==> src/rtl/mailbox_pkg.sv <==
// Shared mailbox definitions: reader FSM encoding and default mailbox word addresses.
package mailbox_pkg;

  typedef logic [1:0] mbox_state_t;

  localparam mbox_state_t ST_IDLE      = 2'd0;
  localparam mbox_state_t ST_WAIT_DONE = 2'd1;
  localparam mbox_state_t ST_PRESENT   = 2'd2;
  localparam mbox_state_t ST_CLEAR     = 2'd3;

  localparam logic [31:0] MBOX_N_ADR    = 32'h0200_0000;
  localparam logic [31:0] MBOX_SUM_ADR  = 32'h0200_0004;
  localparam logic [31:0] MBOX_DONE_ADR = 32'h0200_0008;

endpackage

==> src/rtl/sat_counter.sv <==
// Saturating up-counter with synchronous clear and a terminal-value match flag.
module sat_counter #(
  parameter int unsigned W = 16
) (
  input  logic         clk,
  input  logic         reset,
  input  logic         clear_i,
  input  logic         en_i,
  input  logic [W-1:0] term_i,
  output logic [W-1:0] count_o,
  output logic         at_term_o
);

  logic [W-1:0] count_q, count_d;

  always_comb begin
    count_d = count_q;
    if (clear_i) begin
      count_d = '0;
    end else if (en_i && !(&count_q)) begin
      count_d = count_q + 1'b1;
    end
  end

  always_ff @(posedge clk) begin
    if (reset) begin
      count_q <= '0;
    end else begin
      count_q <= count_d;
    end
  end

  assign count_o   = count_q;
  assign at_term_o = (count_q == term_i);

endmodule

==> src/rtl/mailbox_result_reader.sv <==
// Snoops CPU stores for the mailbox result and done flag, hands the result to the host,
// then clears the done flag through the external write port.
module mailbox_result_reader
  import mailbox_pkg::*;
#(
  parameter logic [31:0] RESULT_ADR     = MBOX_SUM_ADR,
  parameter logic [31:0] DONE_ADR       = MBOX_DONE_ADR,
  parameter int unsigned CNT_W          = 16,
  parameter int unsigned TIMEOUT_CYCLES = 5000
) (
  input  logic             clk,
  input  logic             reset,
  input  logic             start,
  input  logic             MemWrite,
  input  logic [31:0]      DataAdr,
  input  logic [31:0]      WriteData,
  output logic             res_valid,
  input  logic             res_ready,
  output logic [31:0]      res_data,
  output logic [CNT_W-1:0] res_cycles,
  output logic             res_nores,
  output logic             timeout,
  output logic             busy,
  output logic             Ext_MemWrite,
  output logic [31:0]      Ext_WriteData,
  output logic [31:0]      Ext_DataAdr
);

  // One counter serves both the run length and the timeout, so it must be wide enough
  // for whichever is larger; res_cycles is clamped back to CNT_W bits.
  localparam int unsigned TO_W = (TIMEOUT_CYCLES > 2) ? $clog2(TIMEOUT_CYCLES) : 1;
  localparam int unsigned CW   = (TO_W > CNT_W) ? TO_W : CNT_W;

  mbox_state_t      state_q, state_d;
  logic [31:0]      res_data_q, res_data_d;
  logic [CNT_W-1:0] res_cycles_q, res_cycles_d;
  logic             res_nores_q, res_nores_d;
  logic             got_result_q, got_result_d;
  logic             timeout_q, timeout_d;

  logic [CW-1:0]    cnt;
  logic [CW-1:0]    cnt_inc;
  logic [CNT_W-1:0] cycles_sat;
  logic             cnt_at_term;
  logic             cnt_clear;
  logic             res_store;
  logic             done_store;

  assign cnt_clear  = (state_q == ST_IDLE) && start;
  assign res_store  = MemWrite && (DataAdr == RESULT_ADR);
  assign done_store = MemWrite && (DataAdr == DONE_ADR) && (WriteData == 32'd1);

  sat_counter #(
    .W (CW)
  ) u_cnt (
    .clk       (clk),
    .reset     (reset),
    .clear_i   (cnt_clear),
    .en_i      (state_q == ST_WAIT_DONE),
    .term_i    (CW'(TIMEOUT_CYCLES - 1)),
    .count_o   (cnt),
    .at_term_o (cnt_at_term)
  );

  assign cnt_inc    = (&cnt) ? cnt : cnt + 1'b1;
  assign cycles_sat = (cnt_inc > CW'({CNT_W{1'b1}})) ? {CNT_W{1'b1}} : cnt_inc[CNT_W-1:0];

  always_comb begin
    state_d      = state_q;
    res_data_d   = res_data_q;
    res_cycles_d = res_cycles_q;
    res_nores_d  = res_nores_q;
    got_result_d = got_result_q;
    timeout_d    = 1'b0;
    unique case (state_q)
      ST_IDLE: begin
        if (start) begin
          res_data_d   = '0;
          res_nores_d  = 1'b0;
          got_result_d = 1'b0;
          state_d      = ST_WAIT_DONE;
        end
      end
      ST_WAIT_DONE: begin
        if (res_store) begin
          res_data_d   = WriteData;
          got_result_d = 1'b1;
        end
        // A done store beats a simultaneous timeout.
        if (done_store) begin
          res_cycles_d = cycles_sat;
          res_nores_d  = !got_result_q;
          state_d      = ST_PRESENT;
        end else if (cnt_at_term) begin
          timeout_d = 1'b1;
          state_d   = ST_IDLE;
        end
      end
      ST_PRESENT: begin
        if (res_ready) begin
          state_d = ST_CLEAR;
        end
      end
      ST_CLEAR: begin
        state_d = ST_IDLE;
      end
      default: begin
        state_d = ST_IDLE;
      end
    endcase
  end

  always_ff @(posedge clk) begin
    if (reset) begin
      state_q      <= ST_IDLE;
      res_data_q   <= '0;
      res_cycles_q <= '0;
      res_nores_q  <= 1'b0;
      got_result_q <= 1'b0;
      timeout_q    <= 1'b0;
    end else begin
      state_q      <= state_d;
      res_data_q   <= res_data_d;
      res_cycles_q <= res_cycles_d;
      res_nores_q  <= res_nores_d;
      got_result_q <= got_result_d;
      timeout_q    <= timeout_d;
    end
  end

  assign res_valid     = (state_q == ST_PRESENT);
  assign res_data      = res_data_q;
  assign res_cycles    = res_cycles_q;
  assign res_nores     = res_nores_q;
  assign timeout       = timeout_q;
  assign busy          = (state_q != ST_IDLE);
  assign Ext_MemWrite  = (state_q == ST_CLEAR);
  assign Ext_DataAdr   = (state_q == ST_CLEAR) ? DONE_ADR : 32'd0;
  assign Ext_WriteData = 32'd0;

endmodule

==> config.mk <==
export PLATFORM = sky130hd
export DESIGN_NAME = mailbox_result_reader
export DESIGN_NICKNAME = d
export VERILOG_FILES = /design/src/rtl/mailbox_pkg.sv /design/src/rtl/sat_counter.sv /design/src/rtl/mailbox_result_reader.sv
export SDC_FILE = /design/constraint.sdc
export NUM_CORES = 1
export LEC_CHECK = 0
export ABC_AREA = 0
export BUFFER_PORTS_ARGS = -buffer_cell sky130_fd_sc_hd__buf_2
export CAP_MARGIN = 20
export CORE_UTILIZATION = 35
export CTS_BUF_LIST = sky130_fd_sc_hd__clkbuf_16
export CTS_CLUSTER_DIAMETER = 30
export DETAILED_ROUTE_END_ITERATION = 8
export GPL_ROUTABILITY_DRIVEN = 0
export GPL_TIMING_DRIVEN = 0
export PLACE_DENSITY = 0.66
export SETUP_SLACK_MARGIN = 0.02
export SYNTH_ARGS = -nofsm -noshare
export SYNTH_HDL_FRONTEND = slang
export SYNTH_SLANG_ARGS = --single-unit
==> constraint.sdc <==
create_clock -name clk -period 2.2 [get_ports clk]
set_clock_uncertainty 0.2 [all_clocks]
set_input_delay 0.33 -clock clk [delete_from_list [all_inputs] [get_ports clk]]
set_output_delay 0.33 -clock clk [all_outputs]
set_load 0.01 [all_outputs]
==> flow_summary.ini <==
[worst_setup_path]
r2r_slack_ns = 0.11
critPathKind = flop to flop
end_kind = flop
rr_worst_depth = 7
critPathRequiredTime_ns = 2.21
arrival_ns = 2.10
cp_slowest_stage_delay_ns = 0.55
rr_endpoint = u_cnt.count_o[1]
cp_slowest_cell = or4_4
critPathMaxFanout = 6
timing.rr.start = u_cnt.count_o[1]
cp_cell_sequence = ha_4 -> nand3_4 -> or4_4 -> o21ai_4 -> buf_6 -> mux2i_1 -> nor2_1
startpoint_type = flop

[clocking]
clkSinkCount = 69
h-tree-depth = 3
numCtsBuffers = 9
clockBufferDepth = 2
cts-root-buf = clkbuf_16
clk_latency_ns = 0.33
ctsHoldBuffers = 0
cts_tree = built
path_clk_slew_ns = 0.06

[timing]
slew_headroom_pct = 60.1
min_period_ns = 2.09
hold_viol_final = 0
rsz0062_at_grt = true
fmax_mhz = 479
worst_pin_slew_ns = 0.598
worst_slack_ns = 0.113
setup_viol = 0
fin_crit_sh_pct = 94.8
fin_tns_setup_ns = 0
whs_ns = 0.0442
slew_viol_final = 0

[die]
pin_count = 186
start_util_pct = 35.9
die_w_um = 105
dieHeight_um = 105
dieArea_sq_um = 10900
core_area_sq_um = 10300
fp-row-count = 37

[min_path]
worstHoldPathCells = 3
min_path_type = primary input to flop
hold_path_end = res_data[16]
hold_path_startpoint = WriteData[16]

[layout]
stdcell_area_sq_um = 5190
drive_gt1_share_pct = 39.2
multi_input_area_sq_um = 2000
syn2layout_area_growth_pct = 40.7
stdcell_count = 795
n_fill_cell = 994
final_util_pct = 50.5
seqCellArea_sq_um = 1400
antenna_cells = 0
nNetsFinal = 724

[logic_synthesis]
ys_top_cells_by_area = dfxtp_1, buf_4, a21oi_1
syn_area_sq_um = 3690
postSynthCellCount = 452
yosys_warnings = 0
synth_top_area_share_pct = 37.5
ys_types = 47
synth_edf_count = 0
syn_avg_cell_area_sq_um = 8.16
synth-seq-area-share_pct = 37.5
async_flop_share_pct = 0
yosys.area.top_type = dfxtp_1
ys.flop_type = dfxtp_1
ys_ff_latch = 69

[global_routing]
grt_pass1_wl_um = 17000
grt_max_degree = 13
met1_usage_pct = 23.0
overflow = 0
first_global_vias = 3550
grt.total_usage_pct = 19.3
top_usage_layer = met2
use_met2_pct = 33.9
grt_use_met3_pct = 4.18
antenna_found_initial = 0

[routing]
ant_nets = 0
first_iter_violations = 218
dr.pass1.iters = 4
finalWirelength_um = 10500
vias_per_cell = 4.70
wl_per_cell_um = 13.2
route.detailed.drc = 0
via_count = 3733

[placed_design]
io_buffers = 122
dp.cells = 771
placedInstanceArea_sq_um = 4710
place_ws_ns = -0.384
dp_hpwl_um = 8030

[outcome]
status = completed

[power_and_ir_drop]
p_per_area_nw_per_um2 = 581
p_leak_nw = 2.29
total_power_mw = 3.02
peakVddDrop_uv = 403

[flow_run]
cap_violations = 0
what timing repair did:
item / CTS / global route
pin swaps: 4 / 4
gates resized for setup: 12 / 36
setup endpoints to repair: 61 / 57
buffers inserted: 6 / 3
synth_stat cells, types with 6 or more instances:
master	count
a21oi_1	48
clkbuf_1	25
nor4_1	24
buf_4	64
nand3_1	38
xnor2_1	11
nor2_1	20
o211ai_1	7
or3_1	6
nor3_1	18
xor2_1	13
nand2_1	42
dfxtp_1	69
inv_1	8
cell type report:
| cell class | instances | share of cell area [%] |
|---|---|---|
| plain buffers | 93 | 12.0 |
| clock buffers | 9 | 4.34 |
| clock inverters | 7 | 1.28 |
| inverters | 8 | 0.579 |
| multi-input cells | 342 | 38.5 |
| flip-flops and latches | 69 | 26.9 |
| well taps | 136 | 3.28 |
| repair buffers | 131 | 13.1 |
worst max-delay path: cells and delay by family, from the launching register on:
kind / cells / cell delay [ns]
mux: 1 / 0.20
simple gates: 3 / 0.68
buf+inv: 1 / 0.14
fa+ha+maj: 1 / 0.15
compound gates: 1 / 0.25
flops: 1 / 0.35
per-layer routing:
metal  share of wire [%]  up-vias
met3                 5.6       18
met4                 2.0        0
met2                  50      123
met5                   0        -
li1                    -     1875
met1                  43     1717
flip-flops by register name, summed over array words and instances, names as in the netlist, named ones only:
signal and count:
timeout 1, u_cnt.count_o 16, res_data 32, res_cycles 16, state_q 1, res_nores 1, got_result_q 1
worst max path at each step:
stage,from,end,slack (ns),depth (start not counted)
floorplan,u_cnt.count_o[1],u_cnt.count_o[14],0.02,8
global placement,WriteData[6],res_cycles[8],-0.36,7
detailed placement,WriteData[6],res_cycles[9],-0.38,7
CTS,u_cnt.count_o[1],u_cnt.count_o[14],0.02,8
global route,WriteData[2],res_cycles[10],0.02,7
finish,u_cnt.count_o[1],u_cnt.count_o[1],0.11,7
cells by family (layout without fill, tap and decap cells):
kind of cell / count (synthesis) / after routing / share of synthesized area [%]
and+or+nand+nor: 179 / 179 / 26.0
buffers and inverters: 102 / 248 / 17.3
AOI/OAI and AO/OA: 73 / 73 / 12.2
DFF: 69 / 69 / 37.5
xor gates and xnor gates: 24 / 24 / 5.70
muxes: 3 / 3 / 0.814
adders and majority gates: 1 / 1 / 0.339
other: 1 / 62 / 0.102
cells in the final DEF (no fill, tap or decap), drive strengths merged, types with 5 or more instances in the layout:
master  synthesis  layout
a21oi          48      48
buf            69     198
clkbuf         25      35
clkinv          0       6
conb            1      62
dfxtp          69      69
inv             8       8
nand2          42      42
nand3          40      40
nand4           5       5
nor2           23      23
nor3           18      18
nor4           25      25
o211ai          7       7
o21ai           5       5
or3             6       6
xnor2          11      11
xor2           13      13
report_power, final:
group / total (mW) / internal [mW] / switching (mW)
combinational: 0.338 / 0.155 / 0.183
clock: 1.41 / 0.870 / 0.544
sequential: 1.26 / 1.26 / 0.00770
total: 3.02 / 2.28 / 0.735
Power figures use the tool's default switching activity.
